<file path="config.mk">
export PLATFORM = sky130hd
export DESIGN_NAME = phy_tx_serializer_flat
export DESIGN_NICKNAME = d
export VERILOG_FILES = /design/src/rtl/phy_tx_serializer_if.sv /design/src/rtl/phy_tx_serializer.sv /design/src/flat_wrapper.sv
export SDC_FILE = /design/constraint.sdc
export NUM_CORES = 1
export LEC_CHECK = 0
export BUFFER_PORTS_ARGS = -buffer_cell sky130_fd_sc_hd__clkbuf_2
export CAP_MARGIN = 20
export CORE_MARGIN = 2
export CORE_UTILIZATION = 55
export CTS_BUF_LIST = sky130_fd_sc_hd__clkbuf_4 sky130_fd_sc_hd__clkbuf_8
export CTS_CLUSTER_DIAMETER = 100
export DETAILED_ROUTE_END_ITERATION = 7
export PLACE_DENSITY_LB_ADDON = 0.08
export RECOVER_POWER = 50
export REMOVE_ABC_BUFFERS = 1
export SLEW_MARGIN = 20
export SYNTH_ARGS = -nofsm -noshare
export SYNTH_HDL_FRONTEND = slang
export SYNTH_SLANG_ARGS = --single-unit
</file>
<file path="constraint.sdc">
create_clock -name clk_8f -period 2.5 [get_ports clk_8f]
set_clock_uncertainty 0.15 [all_clocks]
set_input_delay 0.375 -clock clk_8f [delete_from_list [all_inputs] [get_ports clk_8f]]
set_output_delay 0.375 -clock clk_8f [all_outputs]
set_load 0.005 [all_outputs]
</file>
<file path="src/rtl/phy_tx_serializer_if.sv">
// Upstream byte/valid handshake and serial-side outputs of phy_tx_serializer.
// Under PHY_TX_BYTE_COUNT_EN the bundle also carries the per-lane byte counters.
interface phy_tx_serializer_if;
  logic        enable;
  logic [7:0]  data_in_0;
  logic        valid_in_0;
  logic [7:0]  data_in_1;
  logic        valid_in_1;
  logic        ready;
  logic        out_0;
  logic        out_1;
  logic        active;
`ifdef PHY_TX_BYTE_COUNT_EN
  logic [15:0] tx_count_0;
  logic [15:0] tx_count_1;
`endif

  modport master (
    output enable, data_in_0, valid_in_0, data_in_1, valid_in_1,
    input  ready, out_0, out_1, active
`ifdef PHY_TX_BYTE_COUNT_EN
    , input tx_count_0, tx_count_1
`endif
  );

  modport slave (
    input  enable, data_in_0, valid_in_0, data_in_1, valid_in_1,
    output ready, out_0, out_1, active
`ifdef PHY_TX_BYTE_COUNT_EN
    , output tx_count_0, tx_count_1
`endif
  );
endinterface

</file>
<file path="src/rtl/phy_tx_serializer.sv">
// Two-lane byte-to-serial transmitter: comma sync burst after enable, then MSB-first data/idle bytes.
// Optional per-lane transmitted-byte counters are built when PHY_TX_BYTE_COUNT_EN is defined.
module phy_tx_serializer #(
  parameter int unsigned SYNC_BYTES = 4,
  parameter logic [7:0]  IDLE_BYTE  = 8'hBC
) (
  input logic                clk_8f,
  input logic                reset,
  phy_tx_serializer_if.slave tx
);

  typedef enum logic [1:0] {
    OFF    = 2'd0,
    SYNC   = 2'd1,
    ACTIVE = 2'd2
  } state_t;

  localparam logic [3:0] SYNC_LAST = 4'(SYNC_BYTES - 1);

  state_t     state, state_nxt;
  logic [2:0] bit_cnt, bit_cnt_nxt;
  logic [3:0] sync_cnt, sync_cnt_nxt;
  logic [7:0] shreg_0, shreg_0_nxt;
  logic [7:0] shreg_1, shreg_1_nxt;
  logic       active_q;

  always_ff @(posedge clk_8f or posedge reset) begin
    if (reset) begin
      state    <= OFF;
      bit_cnt  <= '0;
      sync_cnt <= '0;
      shreg_0  <= '0;
      shreg_1  <= '0;
      active_q <= 1'b0;
    end else begin
      state    <= state_nxt;
      bit_cnt  <= bit_cnt_nxt;
      sync_cnt <= sync_cnt_nxt;
      shreg_0  <= shreg_0_nxt;
      shreg_1  <= shreg_1_nxt;
      active_q <= (state_nxt == ACTIVE);
    end
  end

  always_comb begin
    state_nxt    = state;
    bit_cnt_nxt  = bit_cnt;
    sync_cnt_nxt = sync_cnt;
    shreg_0_nxt  = shreg_0;
    shreg_1_nxt  = shreg_1;
    case (state)
      OFF: begin
        bit_cnt_nxt  = '0;
        sync_cnt_nxt = '0;
        shreg_0_nxt  = '0;
        shreg_1_nxt  = '0;
        if (tx.enable) begin
          state_nxt   = SYNC;
          shreg_0_nxt = IDLE_BYTE;
          shreg_1_nxt = IDLE_BYTE;
        end
      end
      SYNC, ACTIVE: begin
        if (!tx.enable) begin
          // Abort mid-byte: clearing the shift registers forces both lanes low next cycle.
          state_nxt    = OFF;
          bit_cnt_nxt  = '0;
          sync_cnt_nxt = '0;
          shreg_0_nxt  = '0;
          shreg_1_nxt  = '0;
        end else if (bit_cnt != 3'd7) begin
          shreg_0_nxt = {shreg_0[6:0], 1'b0};
          shreg_1_nxt = {shreg_1[6:0], 1'b0};
          bit_cnt_nxt = bit_cnt + 3'd1;
        end else begin
          bit_cnt_nxt = '0;
          if (state == SYNC && sync_cnt < SYNC_LAST) begin
            shreg_0_nxt  = IDLE_BYTE;
            shreg_1_nxt  = IDLE_BYTE;
            sync_cnt_nxt = sync_cnt + 4'd1;
          end else begin
            state_nxt   = ACTIVE;
            shreg_0_nxt = tx.valid_in_0 ? tx.data_in_0 : IDLE_BYTE;
            shreg_1_nxt = tx.valid_in_1 ? tx.data_in_1 : IDLE_BYTE;
          end
        end
      end
      default: state_nxt = OFF;
    endcase
  end

  assign tx.ready  = (bit_cnt == 3'd7) &&
                     (state == ACTIVE || (state == SYNC && sync_cnt == SYNC_LAST));
  assign tx.out_0  = shreg_0[7];
  assign tx.out_1  = shreg_1[7];
  assign tx.active = active_q;

`ifdef PHY_TX_BYTE_COUNT_EN
  logic [15:0] count_0, count_1;
  logic        slot_load;
  logic        count_clear;

  // A data slot is loaded exactly when ready is high and enable keeps the link running.
  assign slot_load   = tx.ready && tx.enable;
  assign count_clear = (state == OFF) && tx.enable;

  always_ff @(posedge clk_8f or posedge reset) begin
    if (reset) begin
      count_0 <= '0;
      count_1 <= '0;
    end else if (count_clear) begin
      count_0 <= '0;
      count_1 <= '0;
    end else if (slot_load) begin
      if (tx.valid_in_0) count_0 <= count_0 + 16'd1;
      if (tx.valid_in_1) count_1 <= count_1 + 16'd1;
    end
  end

  assign tx.tx_count_0 = count_0;
  assign tx.tx_count_1 = count_1;
`endif

endmodule

</file>
<file path="src/flat_wrapper.sv">
// flat-port wrapper written by rule: the top's interface ports become plain ports
module phy_tx_serializer_flat 
#(
  parameter int unsigned SYNC_BYTES = 4,
  parameter logic [7:0]  IDLE_BYTE  = 8'hBC
)
  (clk_8f, reset, tx_enable, tx_data_in_0, tx_valid_in_0, tx_data_in_1, tx_valid_in_1, tx_ready, tx_out_0, tx_out_1, tx_active);
  phy_tx_serializer_if tx_i ();
  input logic clk_8f;
  input logic reset;
  input wire logic [$bits(tx_i.enable)-1:0] tx_enable;
  input wire logic [$bits(tx_i.data_in_0)-1:0] tx_data_in_0;
  input wire logic [$bits(tx_i.valid_in_0)-1:0] tx_valid_in_0;
  input wire logic [$bits(tx_i.data_in_1)-1:0] tx_data_in_1;
  input wire logic [$bits(tx_i.valid_in_1)-1:0] tx_valid_in_1;
  output wire logic [$bits(tx_i.ready)-1:0] tx_ready;
  output wire logic [$bits(tx_i.out_0)-1:0] tx_out_0;
  output wire logic [$bits(tx_i.out_1)-1:0] tx_out_1;
  output wire logic [$bits(tx_i.active)-1:0] tx_active;
  assign tx_i.enable = tx_enable;
  assign tx_i.data_in_0 = tx_data_in_0;
  assign tx_i.valid_in_0 = tx_valid_in_0;
  assign tx_i.data_in_1 = tx_data_in_1;
  assign tx_i.valid_in_1 = tx_valid_in_1;
  assign tx_ready = tx_i.ready;
  assign tx_out_0 = tx_i.out_0;
  assign tx_out_1 = tx_i.out_1;
  assign tx_active = tx_i.active;
  phy_tx_serializer #(.SYNC_BYTES(SYNC_BYTES), .IDLE_BYTE(IDLE_BYTE)) u_core (.clk_8f(clk_8f), .reset(reset), .tx(tx_i));
endmodule
</file>
==> results by group, run 1 <==
Outcome
  • Status: complete, no violations

Finish
  • Layout Cells excl Fill: 187
  • Cell area after layout: about 1600 µm²
  • # nets final: roughly 190
  • # diodes: 0
  • Share of cells above drive strength 1: 27.4%
  • Layout area overhead: 12.0%

Setup path
  • WP data arrival: 1.72 ns
  • Crit. Startpoint: u_core.bit_cnt[0]
  • Critical R2R Capture: u_core.tx.active
  • RR Startpoint: u_core.state[0]
  • WS Path Type: reg -> out
  • Endpoint type of the worst setup path: output pin
  • R2r worst-path depth: 4
  • Setup crit start kind: flop
  • Worst EP required: 1.98 ns
  • CP Max Fanout: 11
  • R2r setup slk: 0.37 ns

Job
  • Maxcap violations: 0

Synthesis
  • #FFs+latches synth: 26
  • Synth warn: 0
  • Top post-synthesis cells by area: dfrtp_1, a2bb2oi_2, ha_1
  • Post-synthesis compound-gate area fraction: between 20% and 30%
  • Mux contribution to synthesized area: 0.769%
  • Cell Area, Synth: about 1500 µm²
  • EDFF count, synth: 0
  • Synth top cells by count: dfrtp_1, nand2_1, o211ai_1
  • Synth Area in Adders: 5.98%
  • Top_reg_cell synth: dfrtp_1
  • Largest area contributor in the netlist: dfrtp_1
  • Most common cell in the netlist: dfrtp_1
  • Area share of and/or/nand/nor cells after synthesis: 16.8%
  • Xor and xnor area share after synthesis: 0%
  • Post-synth ARST share: 100%
  • Yosys cell types: 35
  • Syn Area/Cell: 10.8 µm²
  • Sequential area share after synthesis: approximately 44%
  • Area share of the largest cell type after synthesis: 44.4%
  • Post-Syn Instances: between 100 and 150
  • Largest family of logic cells by synthesized area: compound AO/OA/AOI/OAI gates

Pwr
  • Switch Pwr: 0.368 mW
  • Max VDD drop: 400 µV
  • Comb pwr share: 31.1%
  • Clock power frac: 20.1%
  • P_int: 0.707 mW
  • Switching part of the total: 34.2%
  • Leakage: between 0.7 and 0.8 nW
  • Reg power frac: 48.8%
  • PD cells: 656 nW/µm²

GRT
  • First-pass GRT wire length: 5310 µm
  • GRT Total Usage: 21.4%
  • Gr ovfl total: 0
  • Initial antenna violation count: 0
  • Largest net degree at the start of global routing: 27
  • Vias in the first global route: 1125

Floorplanning
  • Die area: 3090 µm²
  • Placeable Area: 2500 µm²
  • Initial core utilization: 58.6%
  • Die Ht: approximately 56 µm
  • DIE WIDTH: 55.6 µm
  • Row Count: 18
  • Num ports: 25

Timing
  • WHS: 0.123 ns
  • Slew Limit Headroom: under 10%
  • F_max: between 400 and 500 MHz
  • Final worst slack: 0.254 ns
  • Setup_tns: 0 ns
  • Max-slew violation count: 0
  • RSZ-0062 raised after global routing: no
  • Number of hold violations in the final report: 0
  • Final setup viols: 0
  • Tmin final: 2.25 ns
  • Final worst-path cycle share: 89.8%
  • Worst-margin pin slew: 1.42 ns

Placement
  • Cell Area, Placed: 1600 µm²
  • GPL Wtd Cong: roughly 0.75
  • Post-DP HPWL: about 2200 µm
  • Pre-CTS worst setup slack: 0.465 ns
  • PortBufs: 24
  • DP Cell Count: roughly 180

Worst hold path
  • Worst hold path type: in -> reg
  • Cells on Worst Hold Path: 2
  • Min-delay src: tx_data_in_1[7]
  • Hold worst-path end: u_core.shreg_1[7]

Clock network
  • Worst skew pair latency: 0.32 ns
  • Clk Tree Root Cell: clkbuf_4
  • Post_cts resized: 0
  • H-tree depth: 1
  • Post-CTS Setup Inserts: 0
  • Sink Count: 26
  • CTS Buf Count: 3
  • Buffer depth of the longest clock path: 2
  • CTS tree: done
  • Clk slew on worst S/H paths: 0.15 ns

Routing
  • Initial DRT Pass Iterations: 4
  • Via count: 1140
  • Antenna-violating nets left: 0
  • Iter 0 DRT Violations: 38
  • DR DRC count: 0
  • Total Routed Length: 3050 µm
  • Wire per inst: 16.3 µm
  • Via-per-instance ratio: roughly 6
## cell type report
| class | instances | area [µm²] |
|---|---|---|
| clock buffer | 4 | 36.3 |
| fill | 196 | 861 |
| inverter | 11 | 41.3 |
| multi-input combinational | 89 | 733 |
| sequential | 26 | 651 |
| tap | 30 | 37.5 |
| timing repair buffer | 27 | 140 |
## what timing repair did
action | 4_1_cts | 5_1_grt
hold endpoints to repair | 26 | 0
setup endpoints to repair | 0 | 0
hold buffers | 1 | 0
## cells by family after synthesis
family	Yosys count
AOI/OAI and AO/OA	39
adders and majority gates	7
buffers and inverters	20
DFF	26
muxes	1
and+or+nand+nor	42
## stage by stage
step	power (mW)	util, %
6_report	1.07	65.6
3_3_place_gp	0.846	63.9
5_1_grt	1.14	65.6
2_1_floorplan	0.764	-
4_1_cts	1.08	65.8
3_5_place_dp	0.864	63.9
## metal layers
metal	global-route usage (%)	routed length (µm)	vias to the layer above
met5	0	0	-
met4	5.23	31	0
met3	3.95	162	5
met2	32.3	1380	37
met1	31.9	1480	551
li1	-	-	547
## power by group through the flow
| stage | Combinational, mW | Sequential, mW | Clock, mW |
|---|---|---|---|
| after floorplan | 0.242 | 0.522 | 0 |
| after global placement | 0.318 | 0.528 | 0 |
| after detailed placement | 0.330 | 0.534 | 0 |
| after CTS | 0.334 | 0.524 | 0.224 |
| after global routing | 0.365 | 0.531 | 0.242 |
| final | 0.334 | 0.524 | 0.216 |
## placed cells by master, fill, tap and decap left out, types with 2 or more instances in the layout
cell,Yosys,layout
dfrtp_1,26,26
clkbuf_2,0,23
nand2_1,20,20
o211ai_1,11,11
inv_1,10,10
a2bb2oi_2,10,10
ha_1,7,7
o221ai_1,4,4
nand4_1,3,3
nand2b_1,3,3
a32o_1,3,3
a31oi_1,3,3
clkbuf_4,0,3
and3b_1,2,2
nor2b_1,2,2
nand4_4,2,2
o21a_1,2,2
nand3_1,2,2
nor2_1,2,2
clkbuf_1,5,2
## flip-flops by register name (all words and copies together), names as in the netlist
signal            flops
u_core.shreg_0        8
u_core.shreg_1        8
u_core.sync_cnt       4
u_core.bit_cnt        3
u_core.state          2
u_core.tx.active      1
## worst max-delay path: stages, from the launching register on
cell and delay [ns]:
dfrtp_1 0.40, ha_1 0.17, ha_1 0.37, inv_1 0.19, nor2_1 0.15, clkbuf_2 0.12
## how the worst max path moves through the flow
stage | to | slack, ns | cells after the start
after detailed placement | u_core.tx.active | 0.47 | 4
after global routing | tx_ready | 0.12 | 5
after CTS | tx_ready | 0.24 | 5
after floorplan | u_core.tx.active | 0.60 | 4
final | tx_ready | 0.25 | 5
after global placement | u_core.tx.active | 0.52 | 5
Note: power is estimated with default switching activity, not from simulation.
==> inputs of run 2 (changes only) <==
--- a/config.mk
+++ b/config.mk
@@ -7,8 +7,10 @@
 export LEC_CHECK = 0
 export BUFFER_PORTS_ARGS = -buffer_cell sky130_fd_sc_hd__clkbuf_2
 export CAP_MARGIN = 20
+export CELL_PAD_IN_SITES_DETAIL_PLACEMENT = 1
+export CELL_PAD_IN_SITES_GLOBAL_PLACEMENT = 1
 export CORE_MARGIN = 2
-export CORE_UTILIZATION = 55
+export CORE_UTILIZATION = 45
 export CTS_BUF_LIST = sky130_fd_sc_hd__clkbuf_4 sky130_fd_sc_hd__clkbuf_8
 export CTS_CLUSTER_DIAMETER = 100
 export DETAILED_ROUTE_END_ITERATION = 7
==> run 2 against run 1 <==
  * Clock power barely moved
  * Critical endpoint unchanged
  * Via count fell by 0.88%
  * First-iteration DRC count rose by 39%
  * Cell count rose by 7.5%
  * Largest power group unchanged
  * Largest cell class unchanged
  * Critical path type unchanged
  * Die area rose by 21%
  * Global-route usage fell by 0.67 points
  * Core utilization fell by 12 points
  * Register-to-register slack improved by 0.08 ns
==> results by group, run 2 (same netlist as run 1, synthesis figures left out) <==
Finish
  • Multi-input logic area: 733 µm²
  • Top flop regs: u_core.shreg_0 x8, u_core.shreg_1 x8, u_core.sync_cnt x4
  • Most frequent cells in the layout: dfrtp_1, clkbuf_2, nand2_1
  • Share of cells above drive strength 1: 27.4%
  • # diodes: 0
  • # nets final: 186
  • # fillers: 340
  • Sequential Area: 651 µm²
  • Layout area overhead: 13.2%
  • Most common cell after layout, fill and taps aside: dfrtp_1

Clock network
  • Worst skew pair latency: about 0.33 ns
  • Sink Count: 26
  • CTS tree: done
  • CTS Buf Count: 3
  • H-tree depth: 1
  • Post-CTS Setup Inserts: 0
  • Clk Tree Root Cell: clkbuf_4
  • Clk slew on worst S/H paths: 0.14 ns
  • Post_cts resized: 0
  • Buffer depth of the longest clock path: 2

Setup path
  • R2r setup slk: 0.45 ns
  • Endpoint type of the worst setup path: output pin
  • WP data arrival: 1.75 ns
  • Worst EP required: 1.98 ns
  • CP Max Fanout: 11
  • Setup crit start kind: flop
  • WS Path Type: reg -> out

Routing
  • Via-per-instance ratio: 5.62
  • Wire per inst: around 17 µm
  • DR DRC count: 0
  • Antenna-violating nets left: 0
  • Via count: roughly 1100
  • Iter 0 DRT Violations: 53
  • Initial DRT Pass Iterations: 4
  • Total Routed Length: roughly 3400 µm

Job
  • Maxcap violations: 0

Timing
  • Tmin final: 2.27 ns
  • F_max: 440 MHz
  • WHS: 0.129 ns
  • Max-slew violation count: 0
  • Final worst-path cycle share: 90.9%
  • Worst-margin pin slew: 1.40 ns
  • RSZ-0062 raised after global routing: no
  • Number of hold violations in the final report: 0
  • Slew Limit Headroom: a little under 7%
  • Final setup viols: 0
  • Setup_tns: 0 ns

GRT
  • Gr ovfl total: 0
  • Vias in the first global route: 1165
  • Largest net degree at the start of global routing: 27
  • GRT Total Usage: 20.7%
  • First-pass GRT wire length: about 5700 µm
  • Initial antenna violation count: 0

Floorplanning
  • DIE WIDTH: slightly above 60 µm
  • Initial core utilization: 47.6%
  • Die Ht: 61.0 µm
  • Num ports: 25
  • Placeable Area: between 3000 and 4000 µm²
  • Row Count: 20
  • Die area: 3730 µm²

Pwr
  • PD cells: around 650 nW/µm²
  • Leakage: 0.747 nW
  • Max VDD drop: 372 µV

Placement
  • Post-DP HPWL: 2540 µm
  • PortBufs: 24
  • GPL Wtd Cong: 0.806

Worst hold path
  • Worst hold path type: in -> reg

Outcome
  • Status: complete, no violations
## run 2: cell counts in the layout (fill, tap and decap cells not counted)
Identical to the previous run, type by type.
## run 2: what timing repair did
item,in CTS,in global routing
endpoints found under the setup margin,0,0
endpoints found under the hold margin,26,0
hold buffers,1,0
## run 2: cell type report
class	instances	area share (%)
Clock buffer	4	2.19
Inverter	11	2.49
Sequential cell	26	39.3
Timing Repair Buffer	27	8.46
Tap cell	44	3.32
Multi-Input combinational cell	89	44.3
## run 2: metrics by stage
| step | total power, mW | instance area, µm² | std cells | utilization [%] | setup WS, ns |
|---|---|---|---|---|---|
| 2_1_floorplan | 0.764 | 1430 | 126 | - | 0.600 |
| 4_1_cts | 1.09 | 1660 | 201 | 54.0 | 0.220 |
| 6_report | 1.08 | 1660 | 201 | 53.8 | 0.228 |
| 3_5_place_dp | 0.868 | 1620 | 196 | 52.5 | 0.491 |
| 3_3_place_gp | 0.852 | 1620 | 196 | 52.5 | 0.530 |
| 5_1_grt | 1.15 | 1660 | 201 | 53.8 | 0.0658 |
## run 2: report_power, final
| part | switching (mW) | internal (mW) |
|---|---|---|
| combinational | 0.200 | 0.136 |
| clock | 0.129 | 0.0892 |
| sequential | 0.0438 | 0.482 |
## run 2: worst paths after layout
check,from,cells past startpoint,end
max,u_core.bit_cnt[0],5,tx_ready
min,tx_data_in_1[7],2,u_core.shreg_1[7]
max reg2reg,u_core.state[0],4,u_core.tx.active
min reg2reg,u_core.bit_cnt[0],1,u_core.bit_cnt[0]
max in group asynchronous,reset,4,u_core.shreg_0[7]
min in group asynchronous,reset,4,u_core.bit_cnt[1]
## run 2: worst max-delay path, cell delays in order, from the launching register on
cell and delay [ns]:
dfrtp_1 0.41, ha_1 0.17, ha_1 0.39, inv_1 0.20, nor2_1 0.14, clkbuf_2 0.12
## run 2: metal layers
layer / vias to the layer above / share of wire [%] / global-route usage [%]
met4: 0 / 0.73 / 6.52
met1: 556 / 48 / 29.0
li1: 544 / - / -
met3: 4 / 3.1 / 2.52
met5: - / 0 / 0
met2: 26 / 48 / 33.7
